==> src/rtl/regfile_pkg.sv <==
// Constants shared by the register file and the C-port destination selector.
package regfile_pkg;

  localparam int unsigned REG_IDX_W = 4;
  localparam int unsigned NUM_REGS  = 16;
  localparam int unsigned DATA_W    = 32;

  localparam logic [REG_IDX_W-1:0] REG_LR = 4'd14;
  localparam logic [REG_IDX_W-1:0] REG_PC = 4'd15;

endpackage

==> src/rtl/register_file_c_if.sv <==
// Write-back, read-port and PC signals between the datapath and the register file.
interface register_file_c_if
  import regfile_pkg::*;
#(
  parameter int unsigned DATA_W = regfile_pkg::DATA_W
);

  logic [REG_IDX_W-1:0] c_addr;
  logic [DATA_W-1:0]    c_data;
  logic                 c_we;
  logic [REG_IDX_W-1:0] a_addr;
  logic [REG_IDX_W-1:0] b_addr;
  logic                 pc_inc;
  logic [DATA_W-1:0]    a_data;
  logic [DATA_W-1:0]    b_data;
  logic [DATA_W-1:0]    pc_out;
  logic                 lr_written;

  modport master (
    output c_addr, c_data, c_we, a_addr, b_addr, pc_inc,
    input  a_data, b_data, pc_out, lr_written
  );

  modport slave (
    input  c_addr, c_data, c_we, a_addr, b_addr, pc_inc,
    output a_data, b_data, pc_out, lr_written
  );

endinterface

==> src/rtl/dec4to16.sv <==
// One-hot decode of the C-port destination index, gated by the write enable.
module dec4to16
  import regfile_pkg::*;
(
  input  logic [REG_IDX_W-1:0] addr,
  input  logic                 en,
  output logic [NUM_REGS-1:0]  onehot
);

  always_comb begin
    onehot = '0;
    if (en) onehot[addr] = 1'b1;
  end

endmodule

==> src/rtl/register_file_c.sv <==
// 16-entry register file: R0..R14 general purpose, R15 is the program counter.
// Two combinational read ports with write-through bypass from the C port.
module register_file_c
  import regfile_pkg::*;
#(
  parameter int unsigned DATA_W   = regfile_pkg::DATA_W,
  parameter int unsigned PC_STEP  = 4,
  parameter int unsigned RESET_PC = 0
)(
  input  logic               clk,
  input  logic               reset,
  register_file_c_if.slave   bus
);

  localparam int unsigned NUM_GP = NUM_REGS - 1;

  logic [NUM_REGS-1:0] we;
  logic [DATA_W-1:0]   gp [NUM_GP];
  logic [DATA_W-1:0]   pc;
  logic                lr_written;
  logic [DATA_W-1:0]   stored [NUM_REGS];

  dec4to16 u_dec (
    .addr   (bus.c_addr),
    .en     (bus.c_we),
    .onehot (we)
  );

  always_ff @(posedge clk or posedge reset) begin
    if (reset) begin
      for (int unsigned i = 0; i < NUM_GP; i++) gp[i] <= '0;
    end else begin
      for (int unsigned i = 0; i < NUM_GP; i++) begin
        if (we[i]) gp[i] <= bus.c_data;
      end
    end
  end

  // A direct write to R15 (branch / link-load) wins over the increment.
  always_ff @(posedge clk or posedge reset) begin
    if (reset) begin
      pc         <= DATA_W'(RESET_PC);
      lr_written <= 1'b0;
    end else begin
      if (we[REG_PC])   pc <= bus.c_data;
      else if (bus.pc_inc) pc <= pc + DATA_W'(PC_STEP);
      lr_written <= we[REG_LR];
    end
  end

  always_comb begin
    for (int unsigned i = 0; i < NUM_GP; i++) stored[i] = gp[i];
    stored[REG_PC] = pc;
  end

  // Pending writes forward to the read ports; the PC increment does not.
  always_comb begin
    bus.a_data = stored[bus.a_addr];
    bus.b_data = stored[bus.b_addr];
    if (bus.c_we && (bus.a_addr == bus.c_addr)) bus.a_data = bus.c_data;
    if (bus.c_we && (bus.b_addr == bus.c_addr)) bus.b_data = bus.c_data;
  end

  assign bus.pc_out     = pc;
  assign bus.lr_written = lr_written;

endmodule

==> src/flat_wrapper.sv <==
// flat-port wrapper written by rule: the top's interface ports become plain ports
module register_file_c_flat import regfile_pkg::*;
#(
  parameter int unsigned DATA_W   = regfile_pkg::DATA_W,
  parameter int unsigned PC_STEP  = 4,
  parameter int unsigned RESET_PC = 0
)
  (clk, reset, bus_c_addr, bus_c_data, bus_c_we, bus_a_addr, bus_b_addr, bus_pc_inc, bus_a_data, bus_b_data, bus_pc_out, bus_lr_written);
  register_file_c_if #(.DATA_W(DATA_W)) bus_i ();
  input  logic clk;
  input  logic reset;
  input wire logic [$bits(bus_i.c_addr)-1:0] bus_c_addr;
  input wire logic [$bits(bus_i.c_data)-1:0] bus_c_data;
  input wire logic [$bits(bus_i.c_we)-1:0] bus_c_we;
  input wire logic [$bits(bus_i.a_addr)-1:0] bus_a_addr;
  input wire logic [$bits(bus_i.b_addr)-1:0] bus_b_addr;
  input wire logic [$bits(bus_i.pc_inc)-1:0] bus_pc_inc;
  output wire logic [$bits(bus_i.a_data)-1:0] bus_a_data;
  output wire logic [$bits(bus_i.b_data)-1:0] bus_b_data;
  output wire logic [$bits(bus_i.pc_out)-1:0] bus_pc_out;
  output wire logic [$bits(bus_i.lr_written)-1:0] bus_lr_written;
  assign bus_i.c_addr = bus_c_addr;
  assign bus_i.c_data = bus_c_data;
  assign bus_i.c_we = bus_c_we;
  assign bus_i.a_addr = bus_a_addr;
  assign bus_i.b_addr = bus_b_addr;
  assign bus_i.pc_inc = bus_pc_inc;
  assign bus_a_data = bus_i.a_data;
  assign bus_b_data = bus_i.b_data;
  assign bus_pc_out = bus_i.pc_out;
  assign bus_lr_written = bus_i.lr_written;
  register_file_c #(.DATA_W(DATA_W), .PC_STEP(PC_STEP), .RESET_PC(RESET_PC)) u_core (.clk(clk), .reset(reset), .bus(bus_i));
endmodule
==> config.mk <==
export PLATFORM = sky130hd
export DESIGN_NAME = register_file_c_flat
export DESIGN_NICKNAME = d
export VERILOG_FILES = /design/src/rtl/regfile_pkg.sv /design/src/rtl/register_file_c_if.sv /design/src/rtl/dec4to16.sv /design/src/rtl/register_file_c.sv /design/src/flat_wrapper.sv
export SDC_FILE = /design/constraint.sdc
export NUM_CORES = 1
export LEC_CHECK = 0
export CAP_MARGIN = 10
export CORE_MARGIN = 2
export CORE_UTILIZATION = 61
export DETAILED_ROUTE_END_ITERATION = 8
export PLACE_DENSITY = 0.85
export SYNTH_ARGS = -nofsm -noshare
export SYNTH_HDL_FRONTEND = slang
export SYNTH_SLANG_ARGS = --single-unit
==> constraint.sdc <==
create_clock -name clk -period 23.4 [get_ports clk]
set_clock_uncertainty 0.15 [all_clocks]
set_input_delay 4.68 -clock clk [delete_from_list [all_inputs] [get_ports clk]]
set_output_delay 4.68 -clock clk [all_outputs]
set_load 0.03 [all_outputs]
# == After elaboration in Yosys (flattened, before gate mapping) ==
# Index checks and enable logic that the tools add are counted.
# totals
reg_bits,513
in_bits,48
output_inout_bits,97
wordCells,43
# classes
add_sub_neg,1
magnitude_cmp,4
eq_ne,2
mux,13
bitwise_logic,2
n_reduce_logical,4
# ops
op,n
32-bit binary-select mux with 4-bit select,2
32-bit 2-to-1 mux,8
32-bit by 3-bit adder with 32-bit output (second input constant),1
16-bit 2-to-1 mux,1
5-bit >= comparator (second input constant),2
4-bit inverter with 5-bit output,2
4-bit == test,2
4-bit by 5-bit < comparator with 1-bit output (second input constant),1
1-bit demux with 4-bit select,1
4-bit by 1-bit >= comparator with 1-bit output (second input constant),1
1-bit logical AND,3
2-bit nonzero test,1
1-bit 2-to-1 mux,1

# == Longest topological paths before layout ==
# depth
depth_word,6
ltp_mapped,8

# == By module ==
# A second synthesis with hierarchy kept.
# hier_totals
cells_unflattened,1958
area_unflattened_um2,28342.2
# by_module_without_submodules
module,n_inst,cells_each,area_each_um2,seq_area_each_um2
register_file_c,1,1935,28224.6,12837.3
dec4to16,1,23,117.6,0.0

# == Least setup slack after synthesis ==
# Ideal clock, no wire load.
# synth_timing
path_kind,input to output
from,input port bus_b_addr[2]
to,output port bus_b_data[0]
arrival_time_ns,6.583
required_ns,18.570
slack_ns,11.987
cell_stages,8
path_buffers,3
path_cell_list,buf_2 xor2_1 nor3_1 nand3_1 and2_0 clkbuf_1 buf_2 a211oi_1
# synth_via
elab_chain_cells,5
elab_cells_between_ends,7
classes_between,1 x eq/ne; 4 x mux; 1 x bitwise; 1 x reduce/logical
# synth_lines
element,line,text
"start, declared",flat_wrapper.sv:16,input wire logic [$bits(bus_i.b_addr)-1:0] bus_b_addr;
4-bit inverter with 5-bit output (implied by the code),register_file_c.sv:59,bus.b_data = stored[bus.b_addr];
32-bit binary-select mux with 4-bit select,register_file_c.sv:59,
32-bit 2-to-1 mux (implied by the code) (2 in series),register_file_c.sv:59,
32-bit 2-to-1 mux *,register_file_c.sv:61,if (bus.c_we && (bus.b_addr == bus.c_addr)) bus.b_data = bus.c_data;
"end, declared",flat_wrapper.sv:19,output wire logic [$bits(bus_i.b_data)-1:0] bus_b_data;
# Every way passes the cells marked *; elsewhere a longest branch is shown, timed or not. The select of a mux whose other input is x is not followed.

# == Worst setup path after layout ==
# layout_timing
from,input port bus_a_addr[0]
to,output port bus_a_data[4]
# layout_via
elab_chain_cells,5
elab_cells_between_ends,7
classes_between,1 x eq/ne; 4 x mux; 1 x bitwise; 1 x reduce/logical
# layout_lines
element,line,text
"start, declared",flat_wrapper.sv:15,input wire logic [$bits(bus_i.a_addr)-1:0] bus_a_addr;
4-bit inverter with 5-bit output (implied by the code),register_file_c.sv:58,bus.a_data = stored[bus.a_addr];
32-bit binary-select mux with 4-bit select,register_file_c.sv:58,
32-bit 2-to-1 mux (implied by the code) (2 in series),register_file_c.sv:58,
32-bit 2-to-1 mux *,register_file_c.sv:60,if (bus.c_we && (bus.a_addr == bus.c_addr)) bus.a_data = bus.c_data;
"end, declared",flat_wrapper.sv:18,output wire logic [$bits(bus_i.a_data)-1:0] bus_a_data;
# Marked as above.

==> reports/results.ini <==
[cells_and_area]
fillers = 3052
drive_gt1_share_pct = 43.6
layout.cells.most_common_list = dfrtp_1, mux2_2, mux4_2, clkdlybuf4s50_1, nor2_1
area_growth_pct = 12.3
finalNetCount = 2057
multiInputGateArea_um2 = 14700
fin_util_pct = 69.1
register_area_um2 = 12800
final_common_cell = dfrtp_1

[clocking]
cts-resized-gates = 0
hold_buffers = 0
cts_buffers = 54
cts_root_buf = clkbuf_16
insertion_delay_ns = 0.62
cts_tree = yes
cts_max_path_buffers = 3
clock_sinks = 513
clk_pin_slew_ns = 0.06
cts_setup_buffers = 0
htree_levels = 2

[timing]
slew_viol_final = 0
relSlewSlack_pct = 18.5
rsz0062_at_grt = no
min_period_ns = 14.04
worst_pin_slew_ns = 1.22
setup_violations = 0
final.period_utilization_pct = 60.0
finalHoldViolations = 0
tns_ns = 0
clock.fmax_ghz = 0.0712

[worst_setup_path]
reg2reg_to = u_core.bus.pc_out[24]$_DFFE_PP0P_
cp.required_ns = 18.57
critPathLaunch = bus_a_addr[0]
cpPeakStageDelay_ns = 0.85
end_kind = output port
crit_path_top_delay_cell = buf_4
crit_end = bus_a_data[4]
r2r-start = u_core.bus.pc_out[3]$_DFFE_PP0P_
path_max_fanout = 46
ff2ff_setup_slack_ns = 20.94
crit_chain = clkbuf_8, buf_4, buf_4, mux4_2, nor2b_1, a2111oi_0, a211oi_1, clkdlybuf4s50_1
cp-start-kind = primary input
cp_common_cell = buf_4
crit_type = in2out
reg2reg_depth = 5
worstPathArrival_ns = 9.21

[die]
start_util_pct = 61.5
die_x_um = 220
core-area_um2 = 46400
io_pins = 145
row_count = 79
chipHeight_um = 220
die_area_um2 = 48500

[logic_synthesis]
syn_area_per_cell_um2 = 14.3
synthCells = 1992
synth_seq_cells = 513
ys.warnings.count = 0
syn_nets = 2041
ys_types = 37
synth.cell_area_um2 = 28500
ys_seq_area_share_pct = 45.0

[min_path]
whs_path_depth = 1
hold_class = reg2reg
hold_start = u_core.gp[409]$_DFFE_PP0P_

[global_route]
first_global_vias = 20200
grt_max_degree = 124
track_usage_pct = 34.1
antenna_found_initial = 3
grt_pass1_wl_mm = 123
grt_overflow = 0

[detailed_routing]
drc = 0
drtIter0Drc = 2170
route.vias.total = 19300
antenna_left = 0
dr.pass1.iters = 5
vias_per_cell = 7.25
wl_mm = 80.6
wl_per_cell_um = 30.3

[pwr]
p_leak_nw = 12.9
peakVddDrop_mv = 0.0876
power_mw = 3.01
power.density_nw_per_um2 = 94.1

[run]
maxCapViolations = 0

[run_status]
status = finished clean

[place]
place.gp.congestion = 0.826
dp_hpwl_mm = 45.2
port_buffers = 144

-- worst min-delay path by stage --
stage                                 endpoint  slack, ns
floorplan           u_core.gp[373]$_DFFE_PP0P_       0.32
global route        u_core.gp[269]$_DFFE_PP0P_       0.38
detailed placement  u_core.gp[409]$_DFFE_PP0P_       0.35
CTS                 u_core.gp[409]$_DFFE_PP0P_       0.37
global placement    u_core.gp[373]$_DFFE_PP0P_       0.33
finish              u_core.gp[409]$_DFFE_PP0P_       0.36
-- power breakdown --
group	switching [mW]	total, mW	internal [mW]
Combinational	0.337	0.793	0.456
Sequential	0.187	1.28	1.10
Clock	0.372	0.935	0.563
-- flip-flops by register name, indices dropped and copies added, names as in the netlist --
signal and flops:
u_core.gp 480, u_core.bus.lr_written 1, u_core.bus.pc_out 32
-- area by class of cell --
class / count / share of cell area (%)
Antenna cell: 1 / 0.00781
Clock buffer: 72 / 4.72
Clock inverter: 28 / 1.27
Inverter: 2 / 0.0469
Multi-Input combinational cell: 1248 / 46.0
Sequential cell: 513 / 40.1
Tap cell: 607 / 2.37
Timing Repair Buffer: 189 / 5.54
-- worst max-delay path, delay by kind of cell --
family	cells	cell delay, ns
AOI/OAI and AO/OA	2	0.92
buffers and inverters	4	2.70
muxes	1	0.59
and+or+nand+nor	1	0.14
-- cell usage after synthesis --
library cell	count	area share (%)
buf_1	40	0.53
and2_1	4	0.088
nand4_1	10	0.22
nand3b_1	2	0.053
nor2b_1	63	1.4
a2111oi_0	62	1.9
and3_1	6	0.13
or2_2	1	0.022
nand2_1	48	0.63
nand3_1	14	0.25
nand2b_1	5	0.11
ha_1	1	0.044
and4_1	6	0.18
mux2_1	9	0.36
buf_4	13	0.34
a211o_1	1	0.031
and2_0	2	0.044
mux2_2	471	19
or4_1	1	0.026
a21oi_1	5	0.088
nor2_1	78	1.0
buf_2	74	1.3
mux2i_1	63	2.2
or3_1	3	0.066
buf_6	6	0.24
nor3b_1	1	0.026
o21ai_0	25	0.44
a31oi_1	1	0.022
xnor2_1	12	0.37
inv_1	2	0.026
mux4_2	258	20
clkbuf_1	96	1.3
a211oi_1	62	1.6
xor2_1	23	0.71
nor3_1	4	0.070
nor4_1	7	0.15
dfrtp_1	513	45
-- metrics by stage --
| stage | worst slack, ns | instances | hold WS, ns | area, um2 |
|---|---|---|---|---|
| final | 9.36 | 2660 | 0.364 | 32000 |
| after global routing | 9.07 | 2660 | 0.382 | 32000 |
| after CTS | 9.36 | 2659 | 0.366 | 32000 |
| after detailed placement | 9.35 | 2559 | 0.353 | 30100 |
| after global placement | 9.38 | 2559 | 0.335 | 30100 |
| after floorplan | 4.24 | 1992 | 0.320 | 28500 |
-- cells by family after synthesis --
kind of cell             synth area share, %
multiplexers                            41.6
flip-flops                              45.0
AND/OR/NAND/NOR                         4.48
buffers and inverters                   3.70
AO/OA/AOI/OAI                           4.12
XOR/XNOR                                1.08
adder cells (fa/ha/maj)               0.0439
-- per-layer routing --
| layer | share of wire, % | GRT usage (%) | wire [um] |
|---|---|---|---|
| met5 | 0.031 | 0 | 25 |
| met1 | 38 | 45.8 | 30500 |
| met3 | 9.3 | 6.85 | 7470 |
| met2 | 48 | 53.7 | 38400 |
| met4 | 5.1 | 16.9 | 4120 |
Note: power is estimated with default switching activity, not from simulation.
